--- src/rtl/ps2_note_decoder.sv ---
// PS/2 Set-2 scan-code decoder for a 13-key piano (C4..C5).
// Tracks the make/break/extended prefix sequence and maintains a held-key
// bitmap. Outputs the lowest held note and one-cycle press/release events.
// A prefix byte that is not followed by another byte within TIMEOUT_CYC
// cycles is abandoned.
module ps2_note_decoder #(
    parameter int TIMEOUT_CYC = 2_500_000,
    parameter int CNT_W       = 22
) (
    input  logic        clk,
    input  logic        reset,
    input  logic        code_valid,
    input  logic [7:0]  code,
    output logic [12:0] key_held,
    output logic [3:0]  note,
    output logic        note_valid,
    output logic        key_event,
    output logic [3:0]  event_note,
    output logic        event_make
);

    localparam logic [7:0] C_BREAK  = 8'hF0;
    localparam logic [7:0] C_EXTEND = 8'hE0;
    localparam logic [7:0] C_OVR_LO = 8'h00;
    localparam logic [7:0] C_OVR_HI = 8'hFF;
    localparam logic [7:0] C_BAT_OK = 8'hAA;

    // Last counter value before a pending prefix is abandoned
    localparam logic [CNT_W-1:0] C_TMO_LAST = CNT_W'(TIMEOUT_CYC - 1);

    typedef enum logic [1:0] {
        S_IDLE    = 2'd0,
        S_BRK     = 2'd1,
        S_EXT     = 2'd2,
        S_EXT_BRK = 2'd3
    } state_t;

    // ------------------------------------------------------------------
    // Helper functions
    // ------------------------------------------------------------------

    // Make code to note lookup; result is {hit, note index}
    function automatic logic [4:0] map_code(input logic [7:0] c);
        case (c)
            8'h1C:   map_code = {1'b1, 4'd0};
            8'h1D:   map_code = {1'b1, 4'd1};
            8'h1B:   map_code = {1'b1, 4'd2};
            8'h24:   map_code = {1'b1, 4'd3};
            8'h23:   map_code = {1'b1, 4'd4};
            8'h2B:   map_code = {1'b1, 4'd5};
            8'h2C:   map_code = {1'b1, 4'd6};
            8'h34:   map_code = {1'b1, 4'd7};
            8'h35:   map_code = {1'b1, 4'd8};
            8'h33:   map_code = {1'b1, 4'd9};
            8'h3C:   map_code = {1'b1, 4'd10};
            8'h3B:   map_code = {1'b1, 4'd11};
            8'h42:   map_code = {1'b1, 4'd12};
            default: map_code = 5'd0;
        endcase
    endfunction

    // Bytes that signal the keyboard lost its state; all keys are dropped
    function automatic logic is_flush_code(input logic [7:0] c);
        is_flush_code = (c == C_OVR_LO) || (c == C_OVR_HI) || (c == C_BAT_OK);
    endfunction

    // Priority encoder: index of the lowest set bit, 0 when empty
    function automatic logic [3:0] lowest_index(input logic [12:0] k);
        lowest_index = 4'd0;
        for (int i = 12; i >= 0; i--) begin
            if (k[i]) begin
                lowest_index = 4'(i);
            end
        end
    endfunction

    // ------------------------------------------------------------------
    // State
    // ------------------------------------------------------------------
    state_t           r_state;
    logic [CNT_W-1:0] r_tmo_cnt;
    logic [12:0]      r_key_held;
    logic [3:0]       r_note;
    logic             r_note_valid;
    logic             r_key_event;
    logic [3:0]       r_event_note;
    logic             r_event_make;

    // ------------------------------------------------------------------
    // Byte decode
    // ------------------------------------------------------------------
    logic [4:0]  w_map;
    logic        w_hit;
    logic [3:0]  w_idx;
    logic [12:0] w_onehot;
    logic        w_flush;
    logic        w_make;
    logic        w_break;
    logic        w_event;
    logic [12:0] w_held_nxt;

    assign w_map    = map_code(code);
    assign w_hit    = w_map[4];
    assign w_idx    = w_map[3:0];
    assign w_onehot = 13'd1 << w_idx;
    assign w_flush  = code_valid && is_flush_code(code);

    // A make only counts from IDLE and only when the key is not already
    // held, so typematic repeats are silent. A break only counts after F0
    // and only when the key is actually held.
    assign w_make  = code_valid && !w_flush && (r_state == S_IDLE) &&
                     w_hit && ((r_key_held & w_onehot) == 13'd0);
    assign w_break = code_valid && !w_flush && (r_state == S_BRK) &&
                     w_hit && ((r_key_held & w_onehot) != 13'd0);
    assign w_event = w_make || w_break;

    // Next held bitmap from the decoded action
    always_comb begin
        w_held_nxt = r_key_held;
        if (w_flush) begin
            w_held_nxt = 13'd0;
        end else if (w_make) begin
            w_held_nxt = r_key_held | w_onehot;
        end else if (w_break) begin
            w_held_nxt = r_key_held & ~w_onehot;
        end
    end

    // ------------------------------------------------------------------
    // Prefix FSM with inter-byte timeout
    // ------------------------------------------------------------------

    // Sequence tracker: a received byte always wins over the timeout
    always_ff @(posedge clk) begin
        if (reset) begin
            r_state   <= S_IDLE;
            r_tmo_cnt <= '0;
        end else if (code_valid) begin
            r_tmo_cnt <= '0;
            if (is_flush_code(code)) begin
                r_state <= S_IDLE;
            end else begin
                case (r_state)
                    S_IDLE: begin
                        if (code == C_BREAK) begin
                            r_state <= S_BRK;
                        end else if (code == C_EXTEND) begin
                            r_state <= S_EXT;
                        end else begin
                            r_state <= S_IDLE;
                        end
                    end
                    S_EXT: begin
                        if (code == C_BREAK) begin
                            r_state <= S_EXT_BRK;
                        end else begin
                            r_state <= S_IDLE;
                        end
                    end
                    default: begin
                        r_state <= S_IDLE;
                    end
                endcase
            end
        end else if (r_state != S_IDLE) begin
            if (r_tmo_cnt == C_TMO_LAST) begin
                r_state   <= S_IDLE;
                r_tmo_cnt <= '0;
            end else begin
                r_tmo_cnt <= r_tmo_cnt + CNT_W'(1);
            end
        end else begin
            r_tmo_cnt <= '0;
        end
    end

    // ------------------------------------------------------------------
    // Key state and event outputs
    // ------------------------------------------------------------------

    // Register held map, derived note and the one-cycle change event
    always_ff @(posedge clk) begin
        if (reset) begin
            r_key_held   <= 13'd0;
            r_note       <= 4'd0;
            r_note_valid <= 1'b0;
            r_key_event  <= 1'b0;
            r_event_note <= 4'd0;
            r_event_make <= 1'b0;
        end else begin
            r_key_held   <= w_held_nxt;
            r_note       <= lowest_index(w_held_nxt);
            r_note_valid <= |w_held_nxt;
            r_key_event  <= w_event;
            if (w_event) begin
                r_event_note <= w_idx;
                r_event_make <= w_make;
            end
        end
    end

    assign key_held   = r_key_held;
    assign note       = r_note;
    assign note_valid = r_note_valid;
    assign key_event  = r_key_event;
    assign event_note = r_event_note;
    assign event_make = r_event_make;

endmodule

--- config.mk ---
export PLATFORM = sky130hd
export DESIGN_NAME = ps2_note_decoder
export DESIGN_NICKNAME = d
export VERILOG_FILES = /design/src/rtl/ps2_note_decoder.sv
export SDC_FILE = /design/constraint.sdc
export NUM_CORES = 1
export LEC_CHECK = 0
export BUFFER_PORTS_ARGS = -buffer_cell sky130_fd_sc_hd__buf_2
export CORE_MARGIN = 1
export CORE_UTILIZATION = 45
export DETAILED_ROUTE_END_ITERATION = 8
export MAX_ROUTING_LAYER = met4
export PLACE_DENSITY = 0.67
export SYNTH_ARGS = -nofsm -noshare
export SYNTH_HDL_FRONTEND = slang
export SYNTH_SLANG_ARGS = --single-unit
--- constraint.sdc ---
create_clock -name clk -period 8.8 [get_ports clk]
set_input_delay 1.76 -clock clk [delete_from_list [all_inputs] [get_ports clk]]
set_output_delay 1.76 -clock clk [all_outputs]
set_load 0.02 [all_outputs]
-- Word-level counts from Yosys, hierarchy flattened
Cells that the tools add are included.
- reductions and logical operators: 26
- add/subtract/negate cells: 1
- shift-type cells: 1
- mux-type cells: 24
- bitwise logic cells: 5
- equality and inequality tests: 20
- operator list (operator ; number):
    8-bit by 6-bit == test with 1-bit output, second input constant ; 9
    5-bit one-hot mux with 13 select lines ; 1
    13-bit two-way mux ; 3
    8-bit == test, second input constant ; 4
    13-bit bitwise AND ; 2
    8-bit by 5-bit == test with 1-bit output, second input constant ; 3
    22-bit by 1-bit adder with 22-bit output, second input constant ; 1
    22-bit == test, second input constant ; 1
    4-bit two-way mux ; 5
    2-bit two-way mux ; 9
    13-bit zero test ; 1
    13-bit inverter ; 1
    13-bit bitwise OR ; 1
    13-bit nonzero test ; 1
    13-bit OR reduction ; 1
    1-bit by 4-bit << shifter with 13-bit output, first input constant ; 1
    3-bit two-way mux ; 4
    9-bit OR reduction ; 1
    8-bit by 7-bit == test with 1-bit output, second input constant ; 1
    1-bit logical AND ; 8
    8-bit zero test ; 1
    2-bit nonzero test ; 3
    5-bit OR reduction ; 1
    2-bit one-hot mux with 2 select lines ; 1
    11 further kinds ; 13
- flip-flop bits (word level): 48
- input port bits: 11
- logic and storage cells: 88
- output and inout bits: 24

-- Depth between registers and ports, before layout
- depth in word-level cells: 24
- gate-level depth with buffers: 13
- mapped depth without buffers: 10

-- Least setup slack after synthesis
OpenSTA, ideal clock, no wires.
- path type: input to register
- from: in code[6]
- to: reg r_note[2], in the netlist note[2]
- arrival time: 4.297 ns
- buffers on the path: 2
- stages: 12
- setup slack: 4.423 ns
- cells stage by stage: buf_2 nor3b_1 and3_1 a221oi_2 a32oi_1 o211a_1 buf_6 or4_1 o31ai_1 nand4_1 or3_1 a211oi_2
- cells in the longest elaborated chain, start to end: 21
- RTL lines (element ; line ; RTL):
    from (decl) ; 13 ; input logic [7:0] code,
    branches (longest 11 deep; another with 5-bit one-hot mux with 13 select lines) ; - ;
    13-bit two-way mux (*) ; 120 ; if (w_flush) begin
    4-bit two-way mux (5 in series) ; 71 ; if (k[i]) begin
    3-bit two-way mux (4 in series) ; 71 ;
    to (signal assigned) ; 192 ; r_note <= lowest_index(w_held_nxt);
    to (decl) ; 83 ; logic [3:0] r_note;
Mark *: on every way between the ends.
A chain may end at the register's enable or synchronous reset.

-- Worst setup path in the final report
- from: in code[3]
- to: reg r_note[3], in the netlist note[3]
- cells in the longest elaborated chain, start to end: 17
- RTL lines (element ; line):
    branches (longest 11 deep; another with 5-bit one-hot mux with 13 select lines) ; -
    13-bit two-way mux (*) ; 120
    4-bit two-way mux (5 in series) ; 71
Marks and branches as above.

==> results.toml <==
[outcome]
status = "finished clean"

[clocking]
clock_sinks = 48
cts_tree = "built"
cts_buffer_depth = 2
cts_buffers = 5
cts-resized-gates = 0
cts_hold_buf = 0
htree_levels = 2
clkLatencyLatePin_ns = 0.30
post_cts_buffers = 0
clockRootBuffer = "clkbuf_8"
path_clk_slew_ns = 0.08

[placed_design]
place_ws_ns = 3.54
hpwl_um = 5240
gp_congestion = 0.932
io_buffers = 34
placement.cell_area_mm2 = 0.00300

[floorplan]
io_pins = 35
chipHeight_um = 81.5
die_w_um = 81.5
rows = 28
core_mm2 = 0.00599
fp.dieArea_mm2 = 0.00664
initial_core_util_pct = 47.4

[sta]
hold_violations = 0
period_share_pct = 57.1
fmax_mhz = 199
layout_min_cycle_time_ns = 5.03
setup_tns_ns = 0
relSlewSlack_pct = 51.8
tightest_slew_ns = 0.723
grt_setup_unrepaired = "no"
setup_viol = 0
finalMaxSlewViolations = 0
hold_slack_ns = 0.450
setup_ws_ns = 3.77
finalClockSkew_ns = 0.00786

[worst_setup_path]
cpPeakStageDelay_ns = 0.63
cpMaxStageDelayCell = "o311ai_1"
cp.required_ns = 9.04
ff2ff_setup_slack_ns = 5.70
crit_family = "simple AND/OR/NAND/NOR gates"
reg2reg_to = "note[0]"
cp.depth = 11
cp-end-kind = "flip-flop"
r2r-start = "key_held[5]"
crit_fanout = 20
critPathLaunchType = "input pin"
path_buf_inv = 1
crit_start = "code[3]"
r2r_cells = 10
crit_top_cell = "nor4_2"
arrival_ns = 5.27
worstPathCellList = "buf_2 -> nor4_2 -> and4_1 -> a21oi_1 -> a41oi_2 -> nand3b_1 -> nand2b_1 -> o311ai_1 -> nand2_1 -> nor4_2 -> nor2b_1"
critPathKind = "input pin to flip-flop"

[drt]
route.detailed.drc = 0
via_count = 2701
wl_um = 7020
top_layer = "met4"
drt-met1-wl_um = 3210
wl_per_cell_um = 15.7
initialDrtViolationCount = 142
ant_nets = 0
met3_length_um = 337
dr.pass1.iters = 4
route.met2.wl_um = 3260
via_per_inst = 6.03

[synth]
synth_top_family_by_area = "simple AND/OR/NAND/NOR gates"
synth-seq-cells = 48
synth_cells = 352
async_flop_share_pct = 0
yosysUniqueCellTypes = 69
synth-main-ff-cell = "dfxtp_1"
netlist_area_mm2 = 0.00284
ys_warn_count = 0
syn_nets = 364
synth_compound_area_share_pct = 17.7
seq_area_frac_synth_pct = 33.8
synth.avg_cell_area_um2 = 8.07
muxShareOfSynthArea_pct = 1.85
synth_edf_count = 0
synth_fa_ha_area_share_pct = 0.440
synth_simple_gate_area_share_pct = 34.7
synthXorXnorAreaFrac_pct = 7.09

[min_path]
hp-class = "flip-flop to flip-flop"
hold_end = "r_tmo_cnt[0]"
min-delay-start = "r_tmo_cnt[0]"
whs_path_depth = 1

[grt]
grt_remaining_overflow = 0
grt_pass1_vias = 2380
grt_start_max_net_pins = 23
grtUsageTotal_pct = 23.4
antenna_found_initial = 0
grt_first_pass_wirelength_um = 11600

[pwr]
power.share.clock_pct = 36.0
p_comb_share_pct = 11.1
power.switching_mw = 0.0996
seq_power_share_pct = 52.9
p_leak_nw = 1.10
ir_drop_v = 0.0000669
sw_frac_of_total_pct = 23.9
p_per_area_mw_per_mm2 = 134
cellInternalPower_mw = 0.316

[cells_and_area]
finish.net_count = 386
area_delta_synth_final_pct = 9.07
seqCellArea_um2 = 961
finish.utilization_pct = 51.7
multi_input_area_mm2 = 0.00176
stdcell_area_mm2 = 0.00310
fillers = 581
layout-drive-gt1-share_pct = 15.3
diodes = 0

[run]
drv_cap = 0
-- cell usage after synthesis (5+ instances only) --
cell type / instances / area share, %
o31ai_1: 6 / 1.6
nand3_1: 14 / 2.5
clkbuf_1: 6 / 0.79
nor2_1: 64 / 8.5
xnor2_1: 14 / 4.3
xor2_1: 9 / 2.8
or3_1: 5 / 1.1
a21oi_1: 8 / 1.4
dfxtp_1: 48 / 34
nand2b_1: 6 / 1.3
o21ai_0: 10 / 1.8
nor3_1: 7 / 1.2
o21ai_1: 5 / 0.88
nor4_1: 9 / 2.0
nand2_1: 31 / 4.1
nand4_1: 10 / 2.2
nor2b_1: 7 / 1.5
inv_1: 5 / 0.66
buf_2: 9 / 1.6
-- layout by cell type (no fill, tap or decap), drive strengths merged, types with 5 or more instances in the layout --
cell | netlist | final
xnor2 | 14 | 14
or3 | 5 | 5
nand4 | 10 | 10
inv | 5 | 5
nor2b | 7 | 7
nor4b | 5 | 5
xor2 | 9 | 9
o31ai | 6 | 6
nor2 | 64 | 64
o21ai | 15 | 15
buf | 13 | 34
nand2b | 6 | 6
a21oi | 8 | 8
nor4 | 11 | 11
nand3 | 14 | 14
clkbuf | 6 | 5
nand2 | 31 | 31
dfxtp | 48 | 48
nor3 | 8 | 8
-- worst max path at each step --
stage | slack (ns) | to
global placement | 3.58 | note[3]
finish | 3.77 | note[3]
detailed placement | 3.54 | note[3]
CTS | 3.85 | note[3]
global route | 3.55 | note[3]
floorplan | 4.42 | note[2]
-- sequential cells by signal, indices dropped and copies added, names as in the netlist --
register,cells
r_tmo_cnt,22
key_event,1
note,4
key_held,13
r_state,2
event_note,4
note_valid,1
event_make,1
-- cell families (layout without fill, tap and decap cells) --
| logic type | after synthesis | count (layout) |
|---|---|---|
| xor+xnor | 23 | 23 |
| compound gates | 68 | 68 |
| flops | 48 | 48 |
| fa+ha+maj | 1 | 1 |
| buf+inv | 24 | 45 |
| simple gates | 183 | 183 |
| mux | 5 | 5 |
-- power by group through the flow --
stage | clock network, mW | logic, mW | registers [mW]
global placement | 0 | 0.0447 | 0.225
CTS | 0.154 | 0.0451 | 0.220
finish | 0.150 | 0.0461 | 0.220
floorplan | 0 | 0.0338 | 0.228
global route | 0.164 | 0.0495 | 0.220
detailed placement | 0 | 0.0449 | 0.225
-- per-stage QoR --
stage,cells,power (mW)
finish,448,0.416
global route,448,0.434
CTS,448,0.419
detailed placement,442,0.270
floorplan,352,0.261
global placement,442,0.270
-- area by class of cell --
type | instances | share of cell area, %
clock buffers | 5 | 2.22
clock inverters | 1 | 0.969
inverters | 5 | 0.606
multi-input cells | 280 | 56.7
flip-flops and latches | 48 | 31.0
well taps | 75 | 3.03
repair buffers | 34 | 5.49
-- worst reg2reg max path, stage by stage, from the launching register on --
cell and delay, ns:
dfxtp_1 0.34, mux2_2 0.27, a22oi_1 0.16, a21oi_1 0.11
nor4_1 0.46, o211a_1 0.42, nand3_1 0.27, o21a_1 0.28
and3_1 0.16, a211o_1 0.29, a41o_1 0.24
-- routing by layer --
layer	track usage (%)	vias up
met5	-	-
met4	12.0	0
met1	29.2	1278
met2	36.0	81
met3	4.11	18
li1	-	1324
Note: power is estimated with default switching activity, not from simulation.
